`src/rtl/tl_pkg.sv`:
```
// Shared TileLink-UL constants and per-beat field widths for the DMA master mux.
package tl_pkg;

    localparam logic [2:0] OP_PUT_FULL_DATA    = 3'd0;
    localparam logic [2:0] OP_PUT_PARTIAL_DATA = 3'd1;
    localparam logic [2:0] OP_GET              = 3'd4;
    localparam logic [2:0] OP_ACCESS_ACK       = 3'd0;
    localparam logic [2:0] OP_ACCESS_ACK_DATA  = 3'd1;

    localparam int TL_OPW  = 3;
    localparam int TL_A_PW = 3;
    localparam int TL_D_PW = 2;
    localparam int TL_SZW  = 4;
    localparam int TL_AW   = 32;
    localparam int TL_DW   = 32;
    localparam int TL_MW   = 4;

    // Width of a channel index; a single channel still needs one bit to carry it.
    function automatic int idx_w(input int n);
        return (n > 1) ? $clog2(n) : 1;
    endfunction

endpackage

```
`src/rtl/tl_rr_arbiter.sv`:
```
// Combinational round-robin arbiter: first requester at or after ptr_i wins, wrapping.
module tl_rr_arbiter
    import tl_pkg::*;
#(
    parameter int N = 1,
    localparam int IW = idx_w(N)
) (
    input  logic [N-1:0]  req_i,
    input  logic [IW-1:0] ptr_i,
    output logic [N-1:0]  gnt_o,
    output logic [IW-1:0] idx_o,
    output logic          any_o
);

    always_comb begin
        gnt_o = '0;
        idx_o = '0;
        any_o = 1'b0;
        // Two passes: upper segment from the pointer first, then the wrapped lower part.
        for (int i = 0; i < N; i++) begin
            if (!any_o && req_i[i] && (i >= int'(ptr_i))) begin
                gnt_o[i] = 1'b1;
                idx_o    = IW'(i);
                any_o    = 1'b1;
            end
        end
        for (int i = 0; i < N; i++) begin
            if (!any_o && req_i[i] && (i < int'(ptr_i))) begin
                gnt_o[i] = 1'b1;
                idx_o    = IW'(i);
                any_o    = 1'b1;
            end
        end
    end

endmodule

```
`src/rtl/tl_dma_master_mux.sv`:
```
// Merges per-channel TL-UL masters onto one master port: registered round-robin A path,
// source-routed zero-latency D path, per-channel outstanding-request limit.
module tl_dma_master_mux
    import tl_pkg::*;
#(
    parameter int NoC      = 1,
    parameter int TL_RS    = 4,
    parameter int MAX_OUTS = 2
) (
    input  logic                      dma_clock_i,
    input  logic                      dma_reset_i,
    input  logic [TL_OPW*NoC-1:0]     sa_opcode,
    input  logic [TL_A_PW*NoC-1:0]    sa_param,
    input  logic [TL_SZW*NoC-1:0]     sa_size,
    input  logic [TL_RS*NoC-1:0]      sa_source,
    input  logic [TL_AW*NoC-1:0]      sa_address,
    input  logic [TL_MW*NoC-1:0]      sa_mask,
    input  logic [TL_DW*NoC-1:0]      sa_data,
    input  logic [NoC-1:0]            sa_corrupt,
    input  logic [NoC-1:0]            sa_valid,
    output logic [NoC-1:0]            sa_ready,
    output logic [TL_OPW*NoC-1:0]     sd_opcode,
    output logic [TL_D_PW*NoC-1:0]    sd_param,
    output logic [TL_SZW*NoC-1:0]     sd_size,
    output logic [TL_RS*NoC-1:0]      sd_source,
    output logic [NoC-1:0]            sd_denied,
    output logic [TL_DW*NoC-1:0]      sd_data,
    output logic [NoC-1:0]            sd_corrupt,
    output logic [NoC-1:0]            sd_valid,
    input  logic [NoC-1:0]            sd_ready,
    output logic [TL_OPW-1:0]         m_a_opcode,
    output logic [TL_A_PW-1:0]        m_a_param,
    output logic [TL_SZW-1:0]         m_a_size,
    output logic [TL_RS-1:0]          m_a_source,
    output logic [TL_AW-1:0]          m_a_address,
    output logic [TL_MW-1:0]          m_a_mask,
    output logic [TL_DW-1:0]          m_a_data,
    output logic                      m_a_corrupt,
    output logic                      m_a_valid,
    input  logic                      m_a_ready,
    input  logic [TL_OPW-1:0]         m_d_opcode,
    input  logic [TL_D_PW-1:0]        m_d_param,
    input  logic [TL_SZW-1:0]         m_d_size,
    input  logic [TL_RS-1:0]          m_d_source,
    input  logic                      m_d_denied,
    input  logic [TL_DW-1:0]          m_d_data,
    input  logic                      m_d_corrupt,
    input  logic                      m_d_valid,
    output logic                      m_d_ready,
    output logic                      stray_d_o
);

    localparam int IW = idx_w(NoC);
    localparam int CW = $clog2(MAX_OUTS + 1);

    // Handshakes: a beat moves on any edge where valid & ready; valid never waits on ready.
    logic                     a_valid_q, a_valid_d;
    logic [TL_OPW-1:0]        a_opcode_q, a_opcode_d;
    logic [TL_A_PW-1:0]       a_param_q, a_param_d;
    logic [TL_SZW-1:0]        a_size_q, a_size_d;
    logic [TL_RS-1:0]         a_source_q, a_source_d;
    logic [TL_AW-1:0]         a_address_q, a_address_d;
    logic [TL_MW-1:0]         a_mask_q, a_mask_d;
    logic [TL_DW-1:0]         a_data_q, a_data_d;
    logic                     a_corrupt_q, a_corrupt_d;
    logic [IW-1:0]            ptr_q, ptr_d;
    logic [NoC-1:0][CW-1:0]   outs_q, outs_d;
    logic                     stray_q, stray_d;

    logic [NoC-1:0] eligible, gnt;
    logic [IW-1:0]  win_idx, d_idx;
    logic           any_elig, load_en, a_hs, d_hs, d_in_range, d_ready_sel;
    logic [CW-1:0]  outs_sel;
    logic           unused_src;

    assign unused_src = ^sa_source;

    always_comb begin
        for (int i = 0; i < NoC; i++) begin
            eligible[i] = sa_valid[i] & (outs_q[i] < CW'(MAX_OUTS));
        end
    end

    tl_rr_arbiter #(.N(NoC)) u_arb (
        .req_i (eligible),
        .ptr_i (ptr_q),
        .gnt_o (gnt),
        .idx_o (win_idx),
        .any_o (any_elig)
    );

    assign load_en  = ~a_valid_q | m_a_ready;
    assign a_hs     = load_en & any_elig;
    assign sa_ready = load_en ? gnt : '0;

    // Any source beyond the channel count (including set upper bits) is unroutable.
    assign d_in_range = ({1'b0, m_d_source} < (TL_RS + 1)'(NoC));
    assign d_idx      = IW'(m_d_source);

    always_comb begin
        sd_valid    = '0;
        d_ready_sel = 1'b0;
        outs_sel    = '0;
        for (int i = 0; i < NoC; i++) begin
            if (d_idx == IW'(i)) begin
                sd_valid[i] = m_d_valid & d_in_range;
                d_ready_sel = sd_ready[i];
                outs_sel    = outs_q[i];
            end
        end
    end

    assign m_d_ready = d_in_range ? d_ready_sel : 1'b1;
    assign d_hs      = m_d_valid & m_d_ready;

    assign sd_opcode  = {NoC{m_d_opcode}};
    assign sd_param   = {NoC{m_d_param}};
    assign sd_size    = {NoC{m_d_size}};
    assign sd_source  = '0;
    assign sd_denied  = {NoC{m_d_denied}};
    assign sd_data    = {NoC{m_d_data}};
    assign sd_corrupt = {NoC{m_d_corrupt}};

    always_comb begin
        a_valid_d   = a_valid_q;
        a_opcode_d  = a_opcode_q;
        a_param_d   = a_param_q;
        a_size_d    = a_size_q;
        a_source_d  = a_source_q;
        a_address_d = a_address_q;
        a_mask_d    = a_mask_q;
        a_data_d    = a_data_q;
        a_corrupt_d = a_corrupt_q;
        ptr_d       = ptr_q;
        if (a_hs) begin
            a_valid_d = 1'b1;
            ptr_d     = (win_idx == IW'(NoC - 1)) ? '0 : win_idx + 1'b1;
            for (int i = 0; i < NoC; i++) begin
                if (gnt[i]) begin
                    a_opcode_d  = sa_opcode[i*TL_OPW +: TL_OPW];
                    a_param_d   = sa_param[i*TL_A_PW +: TL_A_PW];
                    a_size_d    = sa_size[i*TL_SZW +: TL_SZW];
                    a_address_d = sa_address[i*TL_AW +: TL_AW];
                    a_mask_d    = sa_mask[i*TL_MW +: TL_MW];
                    a_data_d    = sa_data[i*TL_DW +: TL_DW];
                    a_corrupt_d = sa_corrupt[i];
                end
            end
            a_source_d = TL_RS'(win_idx);
        end else if (load_en) begin
            a_valid_d = 1'b0;
        end

        // Simultaneous issue and completion on a channel cancel; completion at zero saturates.
        for (int i = 0; i < NoC; i++) begin
            outs_d[i] = outs_q[i];
            if (a_hs && gnt[i] && !(d_hs && sd_valid[i])) begin
                outs_d[i] = outs_q[i] + 1'b1;
            end else if (d_hs && sd_valid[i] && !(a_hs && gnt[i]) && (outs_q[i] != '0)) begin
                outs_d[i] = outs_q[i] - 1'b1;
            end
        end

        stray_d = d_hs & (~d_in_range | (outs_sel == '0));
    end

    always_ff @(posedge dma_clock_i or posedge dma_reset_i) begin
        if (dma_reset_i) begin
            a_valid_q   <= 1'b0;
            a_opcode_q  <= '0;
            a_param_q   <= '0;
            a_size_q    <= '0;
            a_source_q  <= '0;
            a_address_q <= '0;
            a_mask_q    <= '0;
            a_data_q    <= '0;
            a_corrupt_q <= 1'b0;
            ptr_q       <= '0;
            outs_q      <= '0;
            stray_q     <= 1'b0;
        end else begin
            a_valid_q   <= a_valid_d;
            a_opcode_q  <= a_opcode_d;
            a_param_q   <= a_param_d;
            a_size_q    <= a_size_d;
            a_source_q  <= a_source_d;
            a_address_q <= a_address_d;
            a_mask_q    <= a_mask_d;
            a_data_q    <= a_data_d;
            a_corrupt_q <= a_corrupt_d;
            ptr_q       <= ptr_d;
            outs_q      <= outs_d;
            stray_q     <= stray_d;
        end
    end

    assign m_a_valid   = a_valid_q;
    assign m_a_opcode  = a_opcode_q;
    assign m_a_param   = a_param_q;
    assign m_a_size    = a_size_q;
    assign m_a_source  = a_source_q;
    assign m_a_address = a_address_q;
    assign m_a_mask    = a_mask_q;
    assign m_a_data    = a_data_q;
    assign m_a_corrupt = a_corrupt_q;
    assign stray_d_o   = stray_q;

endmodule

```
`config.mk`:
```
export PLATFORM = sky130hd
export DESIGN_NAME = tl_dma_master_mux
export DESIGN_NICKNAME = d
export VERILOG_FILES = /design/src/rtl/tl_pkg.sv /design/src/rtl/tl_rr_arbiter.sv /design/src/rtl/tl_dma_master_mux.sv
export SDC_FILE = /design/constraint.sdc
export NUM_CORES = 1
export LEC_CHECK = 0
export ABC_CLOCK_PERIOD_IN_PS = 2450
export CORE_ASPECT_RATIO = 0.75
export CORE_MARGIN = 2
export CORE_UTILIZATION = 31
export CTS_CLUSTER_SIZE = 30
export DETAILED_ROUTE_END_ITERATION = 10
export GPL_TIMING_DRIVEN = 0
export PLACE_DENSITY = 0.77
export RECOVER_POWER = 25
export SYNTH_ARGS = -nofsm -noshare
export SYNTH_HDL_FRONTEND = slang
export SYNTH_HIERARCHICAL = 1
export SYNTH_SLANG_ARGS = --single-unit
```
`constraint.sdc`:
```
create_clock -name dma_clock_i -period 2.45 [get_ports dma_clock_i]
set_input_delay 0.49 -clock dma_clock_i [delete_from_list [all_inputs] [get_ports dma_clock_i]]
set_output_delay 0.49 -clock dma_clock_i [all_outputs]
set_load 0.005 [all_outputs]
```
==> flow_summary.toml, run 1 <==
[cts]
cts.path.max_buffers = 2
cts_root_buffer = "clkbuf_16"
clk_pin_slew_ns = 0.06
numCtsBuffers = 9
hold_buffers = 0
cts.htree.levels = 3
cts_tree = "done"
cts.sinks = 84
clk_latency_ns = 0.33

[global_route]
grt_use_total = 0.1478
grt_antenna_before_repair = 0
gr-total-overflow = 0
grt_first_pass_wirelength_mm = 14.68
grt_start_max_net_pins = 39
grt_pass1_vias = 3021

[route]
first_pass_iters = 4
ant_nets = 0
vias = 2743
drtIter0Drc = 48
vias_per_cell = 4.181
wl_per_cell_um = 14.33
drcViolationCount = 0
wl_mm = 9.399

[synthesis]
synth_area_sq_um = 3651
netlist_top_cells_area = "dfrtp_1 (58%), mux2_2 (25%), buf_4 (11%), buf_2 (0.96%), nor4_4 (0.58%)"
ys_ff_latch = 84
synth_top_cell_by_area = "dfrtp_1"
ys_seq_area_frac = 0.5757
yosys.area.top_type_share = 0.5757
netlist_instances = 253
yosys_warnings = 6
avgSynthCellArea_sq_um = 14.43
ys_types = 28

[pwr]
leakagePower_nw = 2.759
p_per_area_nw_per_um2 = 1015
power_w = 0.006481
vdd_ir_drop_max_v = 0.0005541

[placed_design]
hpwl_mm = 7.486
place_congestion = 0.7131
port_buffers = 216

[cells_and_area]
antenna_cells = 0
areaGrowthSynthToFinish_pct = 74.85
final_common_cell = "clkdlybuf4s50_1"
drive_gt1_frac = 0.3381
nNetsFinal = 625
fillerInstances = 980
final_cell_mix = "clkdlybuf4s50_1 (211), dfrtp_1 (84), mux2_2 (80)"

[worst_setup_path]
slowest_delay_ns = 0.49
required_ns = 1.96
slowest_stage = "clkdlybuf4s50_1"
cp.arrival_ns = 1.86
crit_path_frequent_cell = "clkdlybuf4s50_1"
cp_cell_sequence = "clkdlybuf4s50_1 > nor4_4 > and2_4 > clkdlybuf4s50_1"
crit_type = "primary input to output port"
end_kind = "output port"
start_kind = "primary input"
crit_path_max_fanout = 3

[floorplan]
die_w_um = 129.3
ios = 271
start_util = 0.3167
rows = 34
core_area_sq_um = 11530
die_h_um = 97.99
die-area_sq_um = 12670

[run]
maxCapViolations = 0

[timing]
final.setup.tns_ns = 0
grt_setup_unrepaired = "false"
hold_viol_final = 0
period_share = 0.9578
max_freq_mhz = 426.2
skew_ns = 0.006346
drv_slew = 0
final-setup-viol-count = 0
worst_pin_slew_ns = 0.9634
min_period_ns = 2.347
slew_headroom = 0.3542

[run_status]
run_status = "completed"

[worst_hold_path]
hold_path_class = "flip-flop to flip-flop"
==> per-layer routing <==
layer  part of all wire  GRT usage  vias to the layer above  wire, um
met1               0.38     0.1646                     1329      3610
met5                  0          0                        -         0
met2               0.50     0.2599                      140      4720
met4             0.0081    0.03595                        0        76
li1                   -          -                     1268         -
met3               0.11    0.06356                        6       992
==> metrics by stage <==
stage	hold slack (ns)	cell area, sq um	worst slack (ns)	instances	utilization
2_1_floorplan	0.4912	3677	0.6282	259	-
3_3_place_gp	0.4891	6042	-0.1245	637	0.5241
3_5_place_dp	0.4951	6082	-0.1500	639	0.5276
4_1_cts	0.5093	6392	0.008783	656	0.5545
5_1_grt	0.5163	6384	0.03856	656	0.5537
6_report	0.5025	6384	0.1035	656	0.5537
==> critical path: cells and delay by family <==
kind          cells  cell delay (ns)
buf+inv           2             0.95
simple gates      2             0.40
==> final cells by class <==
| type | instances | area [sq um] | area share |
|---|---|---|---|
| timing repair buffer | 219 | 2201 | 0.3448 |
| sequential | 84 | 2102 | 0.3293 |
| multi-input combinational | 111 | 1111 | 0.1741 |
| buffer | 62 | 454.2 | 0.07115 |
| clock buffer | 11 | 242.7 | 0.03802 |
| tap | 162 | 202.7 | 0.03175 |
| clock inverter | 5 | 61.31 | 0.009604 |
| inverter | 2 | 8.758 | 0.001372 |
==> registers in the layout, summed over array words and instances, names as in the netlist <==
name and cells:
m_a_param 3, m_a_size 4, m_a_mask 4, m_a_opcode 3
outs_q 2, m_a_corrupt 1, stray_d_o 1, m_a_data 32
m_a_address 32, m_a_valid 1, m_a_source 1
==> power by group <==
group | switching [W] | internal (W) | leakage (nW)
logic | 0.000742 | 0.00195 | 1.60
clock network | 0.000536 | 0.000821 | 0.150
registers | 0.000354 | 0.00208 | 1.01
==> cell families after synthesis <==
| logic type | synth area share |
|---|---|
| flip-flops | 0.5757 |
| multiplexers | 0.2467 |
| buffers and inverters | 0.1265 |
| AND/OR/NAND/NOR | 0.03427 |
| AO/OA/AOI/OAI | 0.01234 |
| other | 0.002057 |
| XOR/XNOR | 0.002399 |
==> synth_stat cells <==
master / instances
mux2_2: 80
clkbuf_1: 1
conb_1: 2
and3_1: 1
nor4_4: 1
inv_1: 2
a211oi_1: 1
a31o_2: 1
xnor2_1: 1
nand2_1: 2
nor2b_1: 1
a21boi_0: 1
o2111a_1: 1
nor2_4: 1
nand4_1: 1
o21ai_0: 1
buf_6: 1
nand2b_1: 2
dfrtp_1: 84
buf_4: 52
a21oi_1: 1
nand2_4: 1
buf_2: 7
or3_1: 2
nor2b_2: 1
and2_2: 2
clkbuf_8: 1
and2_1: 1
==> repair_timing <==
item | 4_1_cts | 5_1_grt
resized for setup | 1 | 5
setup endpoints to repair | 2 | 2
setup buffers | 1 | 0
pin swaps | 1 | 2
==> path summary, 6_finish.rpt <==
kind                       slack (ns)  cells past startpoint                  endpoint                     start
max in group asynchronous        0.54                      3  m_a_data[26]$_DFFE_PP0P_               dma_reset_i
min in group asynchronous        0.78                      2  m_a_data[12]$_DFFE_PP0P_               dma_reset_i
setup / recovery                 0.10                      4                  sd_valid             m_d_source[3]
hold reg to reg                  0.50                      1  m_a_data[28]$_DFFE_PP0P_  m_a_data[28]$_DFFE_PP0P_
hold / removal                   0.50                      1  m_a_data[28]$_DFFE_PP0P_  m_a_data[28]$_DFFE_PP0P_
setup reg to reg                 0.42                      8  m_a_data[18]$_DFFE_PP0P_     outs_q[1]$_DFFE_PP0P_
Note: power is estimated with default switching activity, not from simulation.
==> inputs of run 2 (changes only) <==
ABC_CLOCK_PERIOD_IN_PS = unset   (was 2450)
==> results of run 2 <==
Same layout as run 1: the final DEF is identical, and so are final timing and power.
